===== src/rtl/cmp_pkg.sv =====
// rtl/cmp_pkg.sv - shared types and constants for the comparator scheduler
// Purpose: FSM state encoding, flag register layout and flag reset value
//          shared by cmp_sched and anything that reads the flag register.
// Ports:   none (package).
package cmp_pkg;

  typedef enum logic [1:0] {
    IDLE = 2'd0,
    EXEC = 2'd1,
    RESP = 2'd2
  } cmp_state_t;

  typedef struct packed {
    logic n;
    logic z;
    logic c;
    logic v;
  } cmp_flags_t;

  localparam cmp_flags_t CMP_FLAGS_RST = '0;

endpackage


===== src/rtl/comparator.sv =====
// rtl/comparator.sv - combinational signed/unsigned magnitude comparator
// Purpose: compares x against y in either signed or unsigned interpretation.
// Ports:
//   x, y             in  WIDTH  operands
//   signed_unsigned  in  1      1 = signed compare, 0 = unsigned
//   negative         out 1      x < y
//   zero             out 1      x == y
//   cout, overflow   out 1      carry/overflow; a pure compare never produces
//                               them, so both are tied low
module comparator #(
  parameter int WIDTH = 4
) (
  input  logic [WIDTH-1:0] x,
  input  logic [WIDTH-1:0] y,
  input  logic             signed_unsigned,
  output logic             negative,
  output logic             zero,
  output logic             cout,
  output logic             overflow
);

  always_comb begin
    if (signed_unsigned) begin
      negative = ($signed(x) < $signed(y));
    end else begin
      negative = (x < y);
    end
    zero     = (x == y);
    cout     = 1'b0;
    overflow = 1'b0;
  end

endmodule


===== src/rtl/cmp_sched.sv =====
// rtl/cmp_sched.sv - round-robin scheduler sharing one comparator among requesters
// Purpose: grants one of NREQ requesters (round robin), runs its compare through
//          the shared comparator, returns the result with a valid/ready handshake
//          and keeps an N/Z/C/V flag register.
// Ports:
//   clk, rst_n                  clock, asynchronous active-low reset
//   req_valid/req_ready         per-requester handshake (ready one-hot or zero)
//   req_x, req_y                packed operands, requester i at [i*WIDTH +: WIDTH]
//   req_signed                  per-requester signed-compare select
//   rsp_valid/rsp_ready         result handshake
//   rsp_id                      index of the requester owning the result
//   rsp_negative, rsp_zero      compare results (x < y, x == y)
//   clr_flags                   synchronous flag clear (wins over an update)
//   flag_n/z/c/v                flag register
//   busy                        high whenever not idle
module cmp_sched
  import cmp_pkg::*;
#(
  parameter  int WIDTH = 4,
  parameter  int NREQ  = 2,
  localparam int IDW   = $clog2(NREQ)
) (
  input  logic                  clk,
  input  logic                  rst_n,
  input  logic [NREQ-1:0]       req_valid,
  output logic [NREQ-1:0]       req_ready,
  input  logic [NREQ*WIDTH-1:0] req_x,
  input  logic [NREQ*WIDTH-1:0] req_y,
  input  logic [NREQ-1:0]       req_signed,
  output logic                  rsp_valid,
  input  logic                  rsp_ready,
  output logic [IDW-1:0]        rsp_id,
  output logic                  rsp_negative,
  output logic                  rsp_zero,
  input  logic                  clr_flags,
  output logic                  flag_n,
  output logic                  flag_z,
  output logic                  flag_c,
  output logic                  flag_v,
  output logic                  busy
);

  cmp_state_t       state;
  cmp_flags_t       flags;
  logic [IDW-1:0]   last_grant;
  logic [IDW-1:0]   grant_idx;
  logic [IDW-1:0]   cand;
  logic             grant_found;
  logic [WIDTH-1:0] lat_x;
  logic [WIDTH-1:0] lat_y;
  logic             lat_signed;
  logic             cmp_negative;
  logic             cmp_zero;
  logic             cmp_cout;
  logic             cmp_overflow;

  // Round-robin search: first valid requester after last_grant, wrapping.
  always_comb begin
    grant_found = 1'b0;
    grant_idx   = '0;
    cand        = '0;
    for (int k = 1; k <= NREQ; k++) begin
      cand = IDW'((int'(last_grant) + k) % NREQ);
      if (!grant_found && req_valid[cand]) begin
        grant_found = 1'b1;
        grant_idx   = cand;
      end
    end
  end

  // Gated by rst_n so no grant is advertised while reset is held.
  always_comb begin
    req_ready = '0;
    if (rst_n && state == IDLE && grant_found) begin
      req_ready[grant_idx] = 1'b1;
    end
  end

  comparator #(.WIDTH(WIDTH)) u_comparator (
    .x               (lat_x),
    .y               (lat_y),
    .signed_unsigned (lat_signed),
    .negative        (cmp_negative),
    .zero            (cmp_zero),
    .cout            (cmp_cout),
    .overflow        (cmp_overflow)
  );

  always_ff @(posedge clk or negedge rst_n) begin
    if (!rst_n) begin
      state        <= IDLE;
      last_grant   <= IDW'(NREQ - 1);
      lat_x        <= '0;
      lat_y        <= '0;
      lat_signed   <= 1'b0;
      rsp_id       <= '0;
      rsp_negative <= 1'b0;
      rsp_zero     <= 1'b0;
    end else begin
      case (state)
        IDLE: begin
          if (|(req_valid & req_ready)) begin
            lat_x      <= req_x[grant_idx*WIDTH +: WIDTH];
            lat_y      <= req_y[grant_idx*WIDTH +: WIDTH];
            lat_signed <= req_signed[grant_idx];
            rsp_id     <= grant_idx;
            last_grant <= grant_idx;
            state      <= EXEC;
          end
        end
        EXEC: begin
          rsp_negative <= cmp_negative;
          rsp_zero     <= cmp_zero;
          state        <= RESP;
        end
        RESP: begin
          if (rsp_ready) begin
            state <= IDLE;
          end
        end
        default: state <= IDLE;
      endcase
    end
  end

  always_ff @(posedge clk or negedge rst_n) begin
    if (!rst_n) begin
      flags <= CMP_FLAGS_RST;
    end else if (clr_flags) begin
      flags <= CMP_FLAGS_RST;
    end else if (state == EXEC) begin
      flags <= '{n: cmp_negative, z: cmp_zero, c: cmp_cout, v: cmp_overflow};
    end
  end

  assign rsp_valid = (state == RESP);
  assign busy      = (state != IDLE);
  assign flag_n    = flags.n;
  assign flag_z    = flags.z;
  assign flag_c    = flags.c;
  assign flag_v    = flags.v;

endmodule


===== config.mk =====
export PLATFORM = sky130hd
export DESIGN_NAME = cmp_sched
export DESIGN_NICKNAME = d
export VERILOG_FILES = /design/src/rtl/cmp_pkg.sv /design/src/rtl/comparator.sv /design/src/rtl/cmp_sched.sv
export SDC_FILE = /design/constraint.sdc
export NUM_CORES = 1
export LEC_CHECK = 0
export CORE_ASPECT_RATIO = 0.6
export CORE_UTILIZATION = 38
export CTS_CLUSTER_DIAMETER = 50
export DETAILED_ROUTE_END_ITERATION = 16
export HOLD_SLACK_MARGIN = 0.1
export PLACE_DENSITY = 0.74
export SLEW_MARGIN = 20
export SYNTH_ARGS = -nofsm -noshare
export SYNTH_HDL_FRONTEND = slang
export SYNTH_SLANG_ARGS = --single-unit

===== constraint.sdc =====
create_clock -name clk -period 1.4 [get_ports clk]
set_input_delay 0.28 -clock clk [delete_from_list [all_inputs] [get_ports clk]]
set_output_delay 0.28 -clock clk [all_outputs]
set_load 0.01 [all_outputs]

# Yosys cells after proc, flatten, opt, wreduce, memory -nomap -nowiden
# Index checks and enable logic that the tools add are counted.
[classes] addsub=2 n_shift=2 mux=19 n_eq_ne=5 bitwise_logic=1 n_reduce_logical=11 magnitude_cmp=6
[op_table] op="8-bit by 4-bit indexed part select with 4-bit output" count=2
[op_table] op="1-bit two-way mux" count=12
[op_table] op="4-bit < comparator" count=2
[op_table] op="4-bit two-way mux" count=2
[op_table] op="1-bit by 2-bit < comparator with 1-bit output (second input constant)" count=3
[op_table] op="2-bit two-way mux" count=3
[op_table] op="2-bit one-hot mux with 3 select lines" count=1
[op_table] op="4-bit == test" count=1
[op_table] op="1-bit logical AND" count=4
[op_table] op="2-bit by 1-bit != test with 1-bit output (second input constant)" count=2
[op_table] op="2-bit AND reduction" count=2
[op_table] op="2-bit nonzero test" count=2
[op_table] op="1-bit adder (second input constant)" count=2
[op_table] op="2-bit AND" count=1
[op_table] op="2-bit by 1-bit == test with 1-bit output (second input constant)" count=1
[op_table] op="2-bit == test (second input constant)" count=1
[op_table] op="2-bit logical NOT" count=1
[op_table] op="2-bit OR reduction" count=1
[op_table] op="1-bit demux with 1-bit select" count=1
[op_table] op="1-bit >= comparator (second input constant)" count=1
[op_table] op="1-bit logical NOT" count=1
[word_totals] regBits=19 out_inout_bits=11

# Longest topological paths before layout
# Gate-level depths: netlist of run 1.
[depth] depth_word=16 mapped_depth=6 ltp_nobuf=6

# By module
# From an unflattened synthesis of run 1, not the netlist that was laid out.
[unflattened] hier_cells=90 area_unflattened_um2=962.2
[by_module_without_submodules] module="cmp_sched" instances=1 cells_each=72 area_each_um2=833.3 seq_area_each_um2=476.7
[by_module_without_submodules] module="comparator" instances=1 cells_each=18 area_each_um2=128.9 seq_area_each_um2=0.0

# Least setup slack after synthesis of run 1
# No wires, ideal clock.
[synth_timing] path_type="reg2reg" start="register lat_x[3]" end="register flags, in the netlist flag_n" slack_ns=0.017 stages_incl_launch_ff=6 n_path_buf=0 setup_ns=0.132 t_arrival_ns=1.251 cell_sequence="dfrtp_1 ha_1 nor2b_2 a211oi_2 a221oi_2 a211oi_2"
[synth_via] elab_chain_cells=4
[synth_rtl] item="start, declared" line="cmp_sched.sv:49" rtl="logic [WIDTH-1:0] lat_x;"
[synth_rtl] item="start signal, assigned" line="cmp_sched.sv:103" rtl="lat_x <= req_x[grant_idx*WIDTH +: WIDTH];"
[synth_rtl] item="4-bit < comparator (on tied branches)" line="comparator.sv:26, comparator.sv:24"
[synth_rtl] item="1-bit two-way mux (*)" line="comparator.sv:23" rtl="if (signed_unsigned) begin"
[synth_rtl] item="4-bit two-way mux (*)" line="cmp_sched.sv:131" rtl="end else if (state == EXEC) begin"
[synth_rtl] item="4-bit two-way mux (*)" line="cmp_sched.sv:129" rtl="end else if (clr_flags) begin"
[synth_rtl] item="end signal, assigned" line="cmp_sched.sv:132" rtl="flags <= '{n: cmp_negative, z: cmp_zero, c: cmp_cout, v: cmp_overflow};"
[synth_rtl] item="end, declared" line="cmp_sched.sv:44" rtl="cmp_flags_t flags;"
# Mark *: on every way between the ends. The rest lies on a longest branch, timed or not. The select of a mux whose other input is x is not followed.
# A chain may end at the register's enable or synchronous reset.

# Final worst setup path of run 1
[layout_timing] start="register state[1]" end="register state[0]"
[layout_via] elab_chain_cells=8
[layout_rtl] item="start, declared" line="cmp_sched.sv:43" rtl="cmp_state_t state;"
[layout_rtl] item="start signal, assigned" line="cmp_sched.sv:91" rtl="state <= IDLE;"
[layout_rtl] item="start signal, assigned" line="cmp_sched.sv:108" rtl="state <= EXEC;"
[layout_rtl] item="start signal, assigned" line="cmp_sched.sv:114" rtl="state <= RESP;"
[layout_rtl] item="2-bit logical NOT" line="cmp_sched.sv:74, cmp_sched.sv:100"
[layout_rtl] item="1-bit logical AND (2 in a row)" line="cmp_sched.sv:74" rtl="if (rst_n && state == IDLE && grant_found) begin"
[layout_rtl] item="2-bit two-way mux" line="cmp_sched.sv:74"
[layout_rtl] item="2-bit AND" line="cmp_sched.sv:102" rtl="if (|(req_valid & req_ready)) begin"
[layout_rtl] item="2-bit OR reduction" line="cmp_sched.sv:102"
[layout_rtl] item="2-bit by 1-bit != test with 1-bit output (no line)"
[layout_rtl] item="2-bit AND reduction (no line)"
# Parallel ways exist; a longest one is shown, timed or not.

==> results of run 1 <==
## metrics by stage
step / instances / setup slack (ns) / util
CTS: 166 / -0.128 / 0.640
global route: 169 / -0.180 / 0.668
floorplan: 86 / 0.0168 / -
global placement: 150 / -0.608 / 0.581
finish: 169 / -0.148 / 0.668
detailed placement: 150 / -0.615 / 0.581
## sequential cells by signal (all words and copies together), names as in the netlist
name,cells
flag_n,1
flag_z,1
last_grant,1
lat_signed,1
lat_x,4
lat_y,4
rsp_id,1
rsp_negative,1
rsp_zero,1
state,2
## synth_stat cells, drive strengths merged
library cell,number
nor2b,2
mux2i,9
a211oi,2
o211ai,2
a21o,3
a21oi,2
dfrtp,16
conb,1
a21boi,1
nand2,9
nand2b,2
o21ai,10
a221oi,1
and2,1
nand4,1
buf,5
inv,9
nor2,4
dfstp,1
ha,4
## cell families (layout without fill, tap and decap cells)
group / Yosys count / in the layout
compound gates: 21 / 21
other cells: 1 / 2
mux: 9 / 9
buf+inv: 14 / 67
flops: 17 / 17
fa+ha+maj: 4 / 4
simple gates: 19 / 19
## repair_timing
action	in CTS	in global routing
hold endpoints to repair	0	0
setup endpoints to repair	11	6
hold buffers	0	0
pin swaps	7	5
resized for setup	28	7
buffers inserted	12	4
## worst paths after layout
kind | depth (start not counted) | slack (ns) | start | end
min in group clk | 1 | 0.47 | rsp_zero | rsp_zero
max in group asynchronous | 2 | 0.92 | rst_n | last_grant
max reg2reg | 10 | -0.15 | state[1] | state[0]
max | 10 | -0.15 | state[1] | state[0]
min | 2 | 0.22 | rst_n | rsp_zero
min reg2reg | 1 | 0.47 | rsp_zero | rsp_zero
## routing by layer
metal | track usage | routed length, um | up-vias
li1 | - | - | 392
met1 | 0.218 | 982 | 372
met2 | 0.358 | 1070 | 28
met3 | 0.0814 | 154 | 0
met4 | 0.0333 | 0 | 0
met5 | 0 | 0 | -
## power by group through the flow
| stage | clock network (mW) | logic [mW] | registers, mW |
|---|---|---|---|
| floorplan | 0 | 0.540 | 0.800 |
| global placement | 0 | 0.908 | 0.789 |
| detailed placement | 0 | 0.935 | 0.798 |
| CTS | 0.374 | 1.05 | 0.795 |
| global route | 0.391 | 1.29 | 0.824 |
| finish | 0.366 | 1.16 | 0.803 |
## layout make-up
type,count,area share
timing repair buffer,54,0.330
multi-input combinational,55,0.297
sequential,17,0.293
clock buffer,4,0.0309
tap,30,0.0258
inverter,9,0.0232
==> impl_results.md, run 1 <==
- TritonCTS sink count: 17
- Routed via count: a little under 800
- Status: finished, violations left
- Largest family of logic cells by synthesized area: compound AO/OA/AOI/OAI gates
- Row Count: 13
- VDD IR max: 0.869 mV
- Syn Inst Count: between 80 and 90
- Worst path buffer plus inverter count: 8
- Drt wl/cell: approximately 13 um
- ANT nets after route: 0
- Flops & latches, synth: 17
- Drt drc: 0
- RSZ-0062 raised after global routing: true
- Routed Wire Length: between 2000 and 2500 um
- Largest net degree at the start of global routing: 21
- Adder-Cell Fraction of Synth Area: 0.0563
- Vias in the first global route: 754
- Cells along the critical path: nor2_2 -> o211ai_2 -> inv_2 -> buf_4 -> buf_4 -> buf_4 -> buf_4 -> buf_4 -> buf_4 -> buf_4
- Top cells by area, synth: dfrtp_1 (45%), mux2i_1 (10%), ha_1 (5.6%), o21ai_1 (5.1%), nand2_1 (3.8%)
- Post-synth top area share: 0.451
- Simple-gate share of the synthesized area: 0.106
- Setup TNS: -0.449 ns
- Seq/Total Area, Yosys: 0.480
- CTS root buf: clkbuf_8
- Crit path max-delay family: buffers and inverters
- Setup violators final: 5
- Crit Path Class: reg2reg
- Area of placed instances: about 1300 sq um
- Final hold violation count: 0
- Max Freq: ~650 MHz
- P&R area growth vs syn: 63.9%
- Part of the power in registers: 0.344
- Initial Util: 0.408
- Hold_ws: 0.221 ns
- MaxCap Viol Count: 0
- Final min period: between 1.5 and 2 ns
- Worst skew pair latency: 0.25 ns
- Chip width: between 60 and 70 um
- Area occupied by multi-input gates: around 430 sq um
- Initial antenna violation count: 0
- Post-synth top area cell: dfrtp_1
- Clk pwr share: 0.157
- Hold Path Class: in2async
- Switch share: 0.335
- Period utilization: 1.11
- Initial DRC count: 29
- Die Ht: 39.5 um
- Pre-antenna DRT Iters: 4
- Failing checks: negative setup slack
- CTS tree: yes
- DIE AREA: 2540 sq um
- Synthesized area: a little under 900 sq um
- Reg clk slew, reported paths: about 0.070 ns
- Syn_area_per_cell: roughly 10 sq um
- Final Max Slew Viols: 0
- Pwr per Cell Area: roughly 1600 nW/um^2
- Vias per cell: around 4.7
- PortBufs: 32
- Post-synthesis cell type count: 28
- YS warnings: 0
- Slowest CP cell: dfrtp_1
- Overall Power: around 2.3 mW
- DPL Wire Length: 1490 um
- P_int: 1.55 mW
- Core area: 2180 sq um
- Most common cell after layout, fill and taps aside: buf_4
- Share of layout cells above drive strength 1: 0.324
- Switching pwr: 0.780 mW
- Multiplexer area fraction after synthesis: 0.101
- Flip-flop and latch area: about 430 sq um
- Slack of the critical path: -0.148 ns
- Finished layout cell area: 1460 sq um
- Combinational Power Share: 0.498
- Post-synthesis compound-gate area fraction: 0.173
- Congestion Overflow GR: 0
- Slowest Stage Delay on Critical Path: roughly 0.37 ns
- Crit start category: flop
- Crit path top cell by count: buf_4
- Skew final: between 0.004 and 0.005 ns
- # fillers: about 190
- XOR/XNOR Fraction of Synth Area: 0
- GPL Wtd Cong: 0.778
- CTS buffer count: 3
- Longest Clk Path Bufs: 2
- Arrival time worst endpoint: ~1.7 ns
- CP required: between 1.5 and 2 ns
- Io pins: 35
- N_diodes: 0
- Total track usage: 0.194
- Htree depth: 1
- Global-route wire length before repair: roughly 3400 um
- Leakage Power: about 0.73 nW
- Worst Setup End Kind: flop
- Most frequent cells in the layout: buf_4 (21), clkdlybuf4s50_1 (20), dfrtp_1 (16)
- Nets: about 170
- CP max FO: 3
(Power assumes the default switching activity.)
==> run 2, diff against run 1 <==
--- a/config.mk
+++ b/config.mk
@@ -5,7 +5,7 @@
 export SDC_FILE = /design/constraint.sdc
 export NUM_CORES = 1
 export LEC_CHECK = 0
-export CORE_ASPECT_RATIO = 0.6
+export CORE_ASPECT_RATIO = 1.2
 export CORE_UTILIZATION = 38
 export CTS_CLUSTER_DIAMETER = 50
 export DETAILED_ROUTE_END_ITERATION = 16
==> run 2 against run 1 <==
Effect of this change:
- the run still ends with negative setup slack left
- cell area fell by 2.6%
- sequential cell count stayed put
- sequential power grew 2%
- critical path type is now reg2out
- largest power group unchanged
==> impl_results.md, run 2 (synthesized netlist as in run 1, its figures left out) <==
- Status: finished, violations left
- Failing checks: negative setup slack
- Nets: about 160
- Initial antenna violation count: 0
- Met1 Use GR: 0.188
- Setup violators final: 5
- Drt drc: 0
- Area occupied by multi-input gates: roughly 450 sq um
- Slowest CP cell: dfrtp_1
- CP required: ~1.1 ns
- Pre-antenna DRT Iters: 2
- ANT nets after route: 0
- Chip width: approximately 46 um
- Slack of the critical path: -0.194 ns
- Flip-flop and latch area: ~430 sq um
- Total track usage: 0.189
- Reg clk slew, reported paths: 0.10 ns
- Most common cell after layout, fill and taps aside: clkdlybuf4s50_1
- Vias in the first global route: approximately 760
- DPL Wire Length: roughly 1400 um
- Final min period: approximately 1.6 ns
- Io pins: 35
- Worst path buffer plus inverter count: 2
- Met3 usage: 0.0292
- Cells along the critical path: nor2_2 -> o211ai_2 -> inv_2 -> and2_4 -> buf_6
- CTS root buf: clkbuf_4
- Routed Wire Length: ~2100 um
- Core area: 2140 sq um
- Die Ht: between 50 and 60 um
- GR peak layer: met2
- Global-route wire length before repair: approximately 3200 um
- Vias per cell: 4.66
- Most frequent cells in the layout: clkdlybuf4s50_1 (21), dfrtp_1 (16), buf_4 (13), mux2i_1 (9), o21ai_1 (8)
- GPL Wtd Cong: 0.719
- Congestion Overflow GR: 0
- PortBufs: 32
- Non-Filler Instances: about 160
- CTS tree: yes
- Hold Path Class: in2async
- Final Max Slew Viols: 0
- Crit Path Class: reg2out
- Final hold violation count: 0
- Initial DRC count: 5
- # fillers: about 170
- Worst Setup End Kind: output pin
- CTS buffer count: 3
- MaxCap Viol Count: 0
- Crit path max-delay family: flip-flops
- Area of placed instances: between 1000 and 1500 sq um
- Period utilization: 1.14
- Row Count: 18
- Initial Util: 0.415
- Setup TNS: -0.526 ns
- Finished layout cell area: 1420 sq um
- Routed via count: 764
- Leakage Power: 0.709 nW
- P&R area growth vs syn: 59.7%
- Longest Clk Path Bufs: 2
- Pwr per Cell Area: 1550 nW/um^2
- TritonCTS sink count: 17
- Drt wl/cell: between 10 and 15 um
- Htree depth: 1
- Levels on crit path: 5
- Skew final: 0.00490 ns
- Reg2Reg Depth: 5
- Share of layout cells above drive strength 1: 0.321
- RSZ-0062 raised after global routing: true
- CP max FO: 4
- Hold_ws: ~0.39 ns
- Cell Count Post-Placement: between 150 and 200
- Met2 global-route usage: 0.357
- Top flop regs: lat_x (4), lat_y (4), state (2)
- Max Freq: between 600 and 700 MHz
- N_diodes: 0
- Largest net degree at the start of global routing: 19
- DIE AREA: 2540 sq um
- Crit start category: flop
- VDD IR max: approximately 0.67 mV
- Worst skew pair latency: approximately 0.30 ns
- Slowest Stage Delay on Critical Path: 0.40 ns
- Arrival time worst endpoint: roughly 1.3 ns
run 2: path summary, 6_finish.rpt:
check	start	end	slack, ns
setup / recovery	state[0]	req_ready[1]	-0.19
hold / removal	rst_n	flag_z	0.39
setup reg to reg	lat_x[1]	rsp_negative	-0.05
hold reg to reg	rsp_id	rsp_id	0.49
max in group asynchronous	rst_n	last_grant	0.75
min in group clk	rsp_id	rsp_id	0.49
run 2: through the flow:
step | setup slack (ns) | util | total power [mW]
finish | -0.194 | 0.663 | 2.21
CTS | -0.176 | 0.677 | 2.19
floorplan | 0.0168 | - | 1.34
detailed placement | -0.608 | 0.599 | 1.75
global route | -0.279 | 0.663 | 2.38
global placement | -0.549 | 0.599 | 1.70
run 2: layer usage:
layer / part of all wire / routed length, um
met1: 0.39 / 807
met2: 0.55 / 1150
met5: 0 / 0
met4: 0.027 / 57
met3: 0.032 / 66
run 2: repair_timing:
| action | in CTS | in global routing |
|---|---|---|
| endpoints found under the setup margin | 11 | 17 |
| gates resized for setup | 38 | 6 |
| pin swaps | 8 | 2 |
| setup buffers | 13 | 1 |
| endpoints found under the hold margin | 0 | 0 |
| hold buffers | 0 | 0 |
run 2: report_power, final:
group | switching, mW | total [mW] | leakage, nW | internal [mW]
sequential | 0.134 | 0.818 | 0.212 | 0.683
clock | 0.157 | 0.268 | 0.0150 | 0.111
combinational | 0.501 | 1.12 | 0.482 | 0.619
run 2: cell type report:
type | count | area share
clock buffers | 4 | 0.0185
inverters | 9 | 0.0238
multi-input cells | 55 | 0.320
flip-flops and latches | 17 | 0.301
well taps | 30 | 0.0265
repair buffers | 49 | 0.310
